`src/rtl/day7_xor_using_decoder.sv`:
```
// XOR built from a 2-to-4 decoder (f = y[1] | y[2]), with registered copies,
// a saturating count of f-high edges and a sticky decoder self-check flag.
module day7_xor_using_decoder #(
  parameter int unsigned CNT_W = 8
) (
  input  logic             e,
  input  logic             a,
  input  logic             b,
  output logic             f,
  input  logic             clk,
  input  logic             rst,
  output logic [3:0]       y,
  output logic             f_q,
  output logic [3:0]       y_q,
  output logic [CNT_W-1:0] f_cnt,
  output logic             chk_err
);

  logic f_direct;
  logic multi_hot;
  logic mismatch;

  always_comb begin
    y = '0;
    if (e) begin
      unique case ({a, b})
        2'b00:   y = 4'b0001;
        2'b01:   y = 4'b0010;
        2'b10:   y = 4'b0100;
        default: y = 4'b1000;
      endcase
    end
  end

  assign f = y[1] | y[2];

  // Independent reference path; any disagreement with the decoder is latched.
  assign f_direct  = e & (a ^ b);
  assign multi_hot = |(y & (y - 4'd1));
  assign mismatch  = (f != f_direct) | multi_hot;

  always_ff @(posedge clk) begin
    if (rst) begin
      f_q     <= 1'b0;
      y_q     <= '0;
      f_cnt   <= '0;
      chk_err <= 1'b0;
    end else begin
      f_q <= f;
      y_q <= y;
      if (f && (f_cnt != '1))
        f_cnt <= f_cnt + CNT_W'(1);
      if (mismatch)
        chk_err <= 1'b1;
    end
  end

endmodule

```
`config.mk`:
```
export PLATFORM = sky130hd
export DESIGN_NAME = day7_xor_using_decoder
export DESIGN_NICKNAME = d
export VERILOG_FILES = /design/src/rtl/day7_xor_using_decoder.sv
export SDC_FILE = /design/constraint.sdc
export NUM_CORES = 1
export LEC_CHECK = 0
export CORE_UTILIZATION = 30
export CTS_CLUSTER_SIZE = 20
export DETAILED_ROUTE_END_ITERATION = 7
export SLEW_MARGIN = 0
export SYNTH_ARGS = -nofsm -noshare
export SYNTH_HDL_FRONTEND = slang
export SYNTH_SLANG_ARGS = --single-unit
```
`constraint.sdc`:
```
create_clock -name clk -period 1.45 [get_ports clk]
set_input_delay 0.29 -clock clk [delete_from_list [all_inputs] [get_ports clk]]
set_output_delay 0.29 -clock clk [all_outputs]
set_load 0.05 [all_outputs]
```
==> impl_metrics.ini, run 1 <==
[finish]
antenna_cells = 0
synthToLayoutAreaGrowth_pct = 102
drive_gt1_share_pct = 52.9
nets = 130
n_fill_cell = 174

[route]
drtAntennaViolNets = 0
via_count = 696
drc_errors = 0
routed_wl_mm = 1.79
via_per_inst = 4.77
dr.first_iter.drc_count = 6
wl_per_cell_um = 12.3
drt-pass1-iter-count = 4

[clocking]
cts_num_sinks = 14
ctsRootBufferMaster = clkbuf_4
clk_latency_ns = 0.28
cts-htree-levels = 1
clk_pin_slew_ns = 0.08
cts_tree = built
clockBufferDepth = 2
cts_made_buffers = 3

[setup_path]
slowest_delay_ns = 0.16
critPathSlowestCell = ha_4
path_common_cell = buf_8
critical_path.top_delay_family = buffers and inverters
crit_path_max_fanout = 3
cp_data_required_time_ns = 1.16
crit_chain = buf_8 -> inv_12 -> ha_4 -> o21ai_4 -> buf_6 -> clkinvlp_4 -> buf_8
crit_path_start_kind = primary input
cp.buffers_inverters = 5
arrival_ns = 1.12
end_kind = primary output
r2r_start = f_cnt[1]
crit_path_start = a
crit_type = in -> out

[die]
die_w_um = 49.7
row_count = 16
ioPinCount = 24
initial_utilization_pct = 33.4
die_y_um = 49.7
die_area_mm2 = 0.00247
core_area_mm2 = 0.00204

[yosys]
yosysWarnings = 0
synth_simple_gate_area_share_pct = 27.0
synth_area_leaders = dfxtp_1, ha_1, and2_1
synth_top_area_share_pct = 41.1
synth_top_family_by_area = simple AND/OR/NAND/NOR gates
ys_seq_area_share_pct = 41.1
synthAdderAreaFrac_pct = 9.17
synthXorXnorAreaFrac_pct = 3.85
synthMuxAreaShare_pct = 2.94
yosys.area.top_type = dfxtp_1
syn_inst = 78
ys_ff_latch = 14
synth_compound_area_share_pct = 12.7
avgSynthCellArea_um2 = 8.74
syn_area_um2 = 682
synth_nets = 88
yosysUniqueCellTypes = 28

[min_path]
hp-start = f_cnt[6]
worstHoldPathType = reg -> reg

[timing]
slew_headroom_pct = 81.3
finalClockSkew_ns = 0.00849
finalSetupViolCount = 0
tightest_slew_ns = 0.281
hold_viol_final = 0
period_minus_slack_ns = 1.41
final.period_utilization_pct = 97.0
worst_slack_ns = 0.0437
fmax_ghz = 0.711
finalSetupTns_ns = 0
drv_slew = 0

[global_route]
grt_overflow_total = 0
grt_pass1_wl_mm = 2.95
first_global_vias = 652
grt_max_degree = 11
antenna_found_initial = 0
grt_usage_pct = 15.8

[place]
dp_slack_ns = -0.568
portBuffers = 23
globalplace.congestion = 0.744

[run]
drv_cap = 0

[power]
power-per-cell-area_mw_per_mm2 = 679
p_leak_uw = 0.000542
fin_total_pwr_uw = 936
ir_drop_uv = 656

[outcome]
status = completed
[cell usage in the layout (no fill, tap or decap), types with 2 or more instances in the layout]
cell	n
dfxtp_1	7
buf_12	18
dfxtp_4	3
clkbuf_4	3
a21oi_1	6
nor3_1	4
and2_4	2
buf_4	15
nand3_1	2
inv_1	2
mux2i_1	2
and2_2	2
a211oi_1	2
nand2_1	4
buf_8	2
xor2_1	2
nor2_1	6
nor2b_1	2
and2_1	3
dfxtp_2	4
ha_4	3
[area by class of cell]
| class | count | area, µm² | share of cell area, % |
|---|---|---|---|
| Multi-Input combinational cell | 58 | 443 | 32.2 |
| Timing Repair Buffer | 38 | 533 | 38.7 |
| Inverter | 5 | 35.0 | 2.54 |
| Clock buffer | 4 | 36.3 | 2.63 |
| Sequential cell | 14 | 297 | 21.5 |
| Tap cell | 27 | 33.8 | 2.45 |
[cells by family after synthesis]
logic type	count (synthesis)
mux	2
xor+xnor	3
buf+inv	6
fa+ha+maj	5
compound gates	14
simple gates	34
flops	14
[where the power goes]
group	internal [µW]	total (µW)	switching [µW]
combinational	126	253	127
sequential	392	404	11.3
clock	153	279	127
total	671	936	265
[metal layers]
layer	vias up	wire, µm	global-route usage (%)
met4	0	14	5.24
met2	20	1020	29.1
met3	2	74	4.94
met5	-	0	0
li1	352	-	-
met1	322	681	16.8
[worst paths after layout]
check | to | cells past startpoint | slack [ns]
max | f | 7 | 0.04
min | f_cnt[6] | 1 | 0.51
max reg2reg | f_cnt[5] | 5 | 0.07
min reg2reg | f_cnt[6] | 1 | 0.51
[cell usage after synthesis]
library cell and instances:
o31ai_1 1, or2_1 1, o21ai_2 1, nor2b_1 2, clkbuf_1 1, nor2_1 7
ha_1 5, and4_1 1, or3_1 1, inv_1 5, or2_2 1, and2_1 5
a31oi_1 1, nor3_1 4, dfxtp_1 14, nand4_1 1, a211oi_1 2, o2111ai_1 1
a21oi_1 6, xor2_1 2, nand2_1 4, nand3_1 3, and2_2 2, mux2i_1 2
or4_1 1, or2b_1 1, xnor2_1 1, o21ai_0 2
[timing repair]
action                                 4_1_cts  5_1_grt
resized for setup                           18        5
hold buffers                                 0        0
setup buffers                                1        1
pin swaps                                    2        3
endpoints found under the hold margin        0        0
setup endpoints to repair                   15        8
[sequential cells by signal, summed over array words and instances (netlist names)]
signal	count
f_q	1
chk_err	1
f_cnt	8
y_q	4
[per-stage QoR]
| stage | hold WS, ns | area, µm² | std cells | utilization (%) |
|---|---|---|---|---|
| 4_1_cts | 0.513 | 1360 | 146 | 66.7 |
| 6_report | 0.515 | 1380 | 146 | 67.5 |
| 5_1_grt | 0.530 | 1380 | 146 | 67.5 |
| 3_3_place_gp | 0.496 | 1300 | 141 | 63.5 |
| 2_1_floorplan | 0.426 | 753 | 78 | - |
| 3_5_place_dp | 0.503 | 1300 | 141 | 63.5 |
No activity file was read; power rests on OpenSTA's default activity.
==> run 2: changes to the inputs <==
--- a/config.mk
+++ b/config.mk
@@ -8,6 +8,7 @@
 export CORE_UTILIZATION = 30
 export CTS_CLUSTER_SIZE = 20
 export DETAILED_ROUTE_END_ITERATION = 7
+export GPL_TIMING_DRIVEN = 0
 export SLEW_MARGIN = 0
 export SYNTH_ARGS = -nofsm -noshare
 export SYNTH_HDL_FRONTEND = slang
==> impl_metrics.ini, run 2 (synthesized netlist as in run 1, its figures left out) <==
[outcome]
status = completed

[setup_path]
r2r_start = f_cnt[0]
crit_path_max_fanout = 6
r2r_end = f_cnt[5]
ff2ff_path_depth = 4
crit_type = in -> out
cp_data_required_time_ns = 1.16
crit_chain = buf_6 -> inv_12 -> ha_4 -> o21ai_4 -> clkinvlp_4 -> buf_8
r2r_setup_slack_ns = 0.07
crit_path_start = a
critical_path.top_delay_family = buffers and inverters
crit_path_start_kind = primary input
end_kind = primary output
slowest_delay_ns = 0.18
critPathSlowestCell = o21ai_4
arrival_ns = 1.13
cp.buffers_inverters = 4

[timing]
finalClockSkew_ns = 0.00231
hold_viol_final = 0
slew_headroom_pct = 67.7
period_minus_slack_ns = 1.42
finalSetupTns_ns = 0
rsz0062_at_grt = yes
tightest_slew_ns = 0.486
fmax_ghz = 0.705
drv_slew = 0
finalSetupViolCount = 0
final.period_utilization_pct = 97.8

[finish]
synthToLayoutAreaGrowth_pct = 56.9
reg.largest.list = f_cnt: 8 flops, y_q: 4 flops
layout_common_cells = nor2_1, dfxtp_1, a21oi_1, and2_1, clkbuf_2
largest_register_ffs = 8
drive_gt1_share_pct = 44.3
postLayoutCoreUtil_pct = 52.4
nets = 117
largest-register = f_cnt
antenna_cells = 0

[die]
initial_utilization_pct = 33.4
die_w_um = 49.7
ioPinCount = 24
die_area_mm2 = 0.00247
core_area_mm2 = 0.00204
die_y_um = 49.7
row_count = 16

[place]
portBuffers = 23
hpwl_mm = 1.07
globalplace.congestion = 0.773

[run]
drv_cap = 0

[min_path]
hp-start = e
holdPathStages = 3
hold_end = chk_err
worstHoldPathType = in -> reg

[global_route]
antenna_found_initial = 0
grt_pass1_wl_mm = 2.62
first_global_vias = 608
grt_max_degree = 11
grt_usage_pct = 13.3
grt_overflow_total = 0

[power]
p_int_uw = 606
ir_drop_uv = 782
power_frac_clock_pct = 32.5
switching_power_uw = 246
swShare_pct = 28.9
fin_total_pwr_uw = 853
power-per-cell-area_mw_per_mm2 = 797
p_leak_uw = 0.000420
seqPwrFrac_pct = 47.0
p_comb_share_pct = 20.4

[clocking]
cts_made_buffers = 3
cts_num_sinks = 14
clockBufferDepth = 2
clk_pin_slew_ns = 0.08
cts-htree-levels = 1
cts_tree = built
clk_latency_ns = 0.28
ctsRootBufferMaster = clkbuf_4

[route]
wl_met2_um = 701
drtAntennaViolNets = 0
dr.first_iter.drc_count = 2
drc_errors = 0
routed_wl_mm = 1.41
drt-pass1-iter-count = 3
met3WireLength_um = 80
wl_met1_um = 622
via_per_inst = 4.82
via_count = 641
wl_per_cell_um = 10.6
top_layer = met4
## run 2: cell count changes in the layout (fill, tap and decap cells not counted), sizes merged
cell / before / now
buf: 36 / 9
clkbuf: 4 / 10
clkdlybuf4s15: 0 / 5
dlygate4sd2: 1 / 4
## run 2: power by group through the flow
stage / combinational (µW) / clock (µW) / sequential, µW
floorplan: 79.4 / 0 / 447
global placement: 180 / 0 / 408
detailed placement: 181 / 0 / 408
CTS: 173 / 285 / 399
global route: 188 / 301 / 403
finish: 174 / 277 / 401
## run 2: metrics by stage
step,setup slack [ns],instance area (µm²),hold WS (ns),instances
floorplan,-0.0190,753,0.426,78
global placement,-1.12,1020,0.459,128
detailed placement,-1.13,1020,0.459,128
CTS,-0.0834,1050,0.472,133
global route,-0.0204,1070,0.356,133
finish,0.0323,1070,0.347,133
## run 2: cell type report
type | instances | area (µm²)
Buffer | 1 | 3.75
Clock buffer | 4 | 36.3
Fill cell | 201 | 972
Inverter | 5 | 35.0
Multi-Input combinational cell | 58 | 458
Sequential cell | 14 | 297
Tap cell | 27 | 33.8
Timing Repair Buffer | 24 | 206
## run 2: worst max path at each step
| stage | end | slack [ns] | cells past startpoint |
|---|---|---|---|
| floorplan | f_cnt[1] | -0.02 | 7 |
| global placement | f | -1.12 | 6 |
| detailed placement | f | -1.13 | 6 |
| CTS | f | -0.08 | 6 |
| global route | f | -0.02 | 6 |
| finish | f | 0.03 | 6 |
## run 2: metal layers
layer | track usage (%) | up-vias
met5 | 0 | -
li1 | - | 328
met4 | 1.43 | 0
met1 | 16.9 | 297
met3 | 4.94 | 2
met2 | 21.8 | 14
## run 2: worst min-delay path, cell delays in order
cell and delay (ns):
clkbuf_2 0.16, nand2_1 0.08, a21oi_1 0.05
## run 2: repair_timing
action                     4_1_cts  5_1_grt
setup buffers                    1        0
pin swaps                        0        3
setup endpoints to repair       29        8
hold buffers                     0        0
resized for setup               74       18
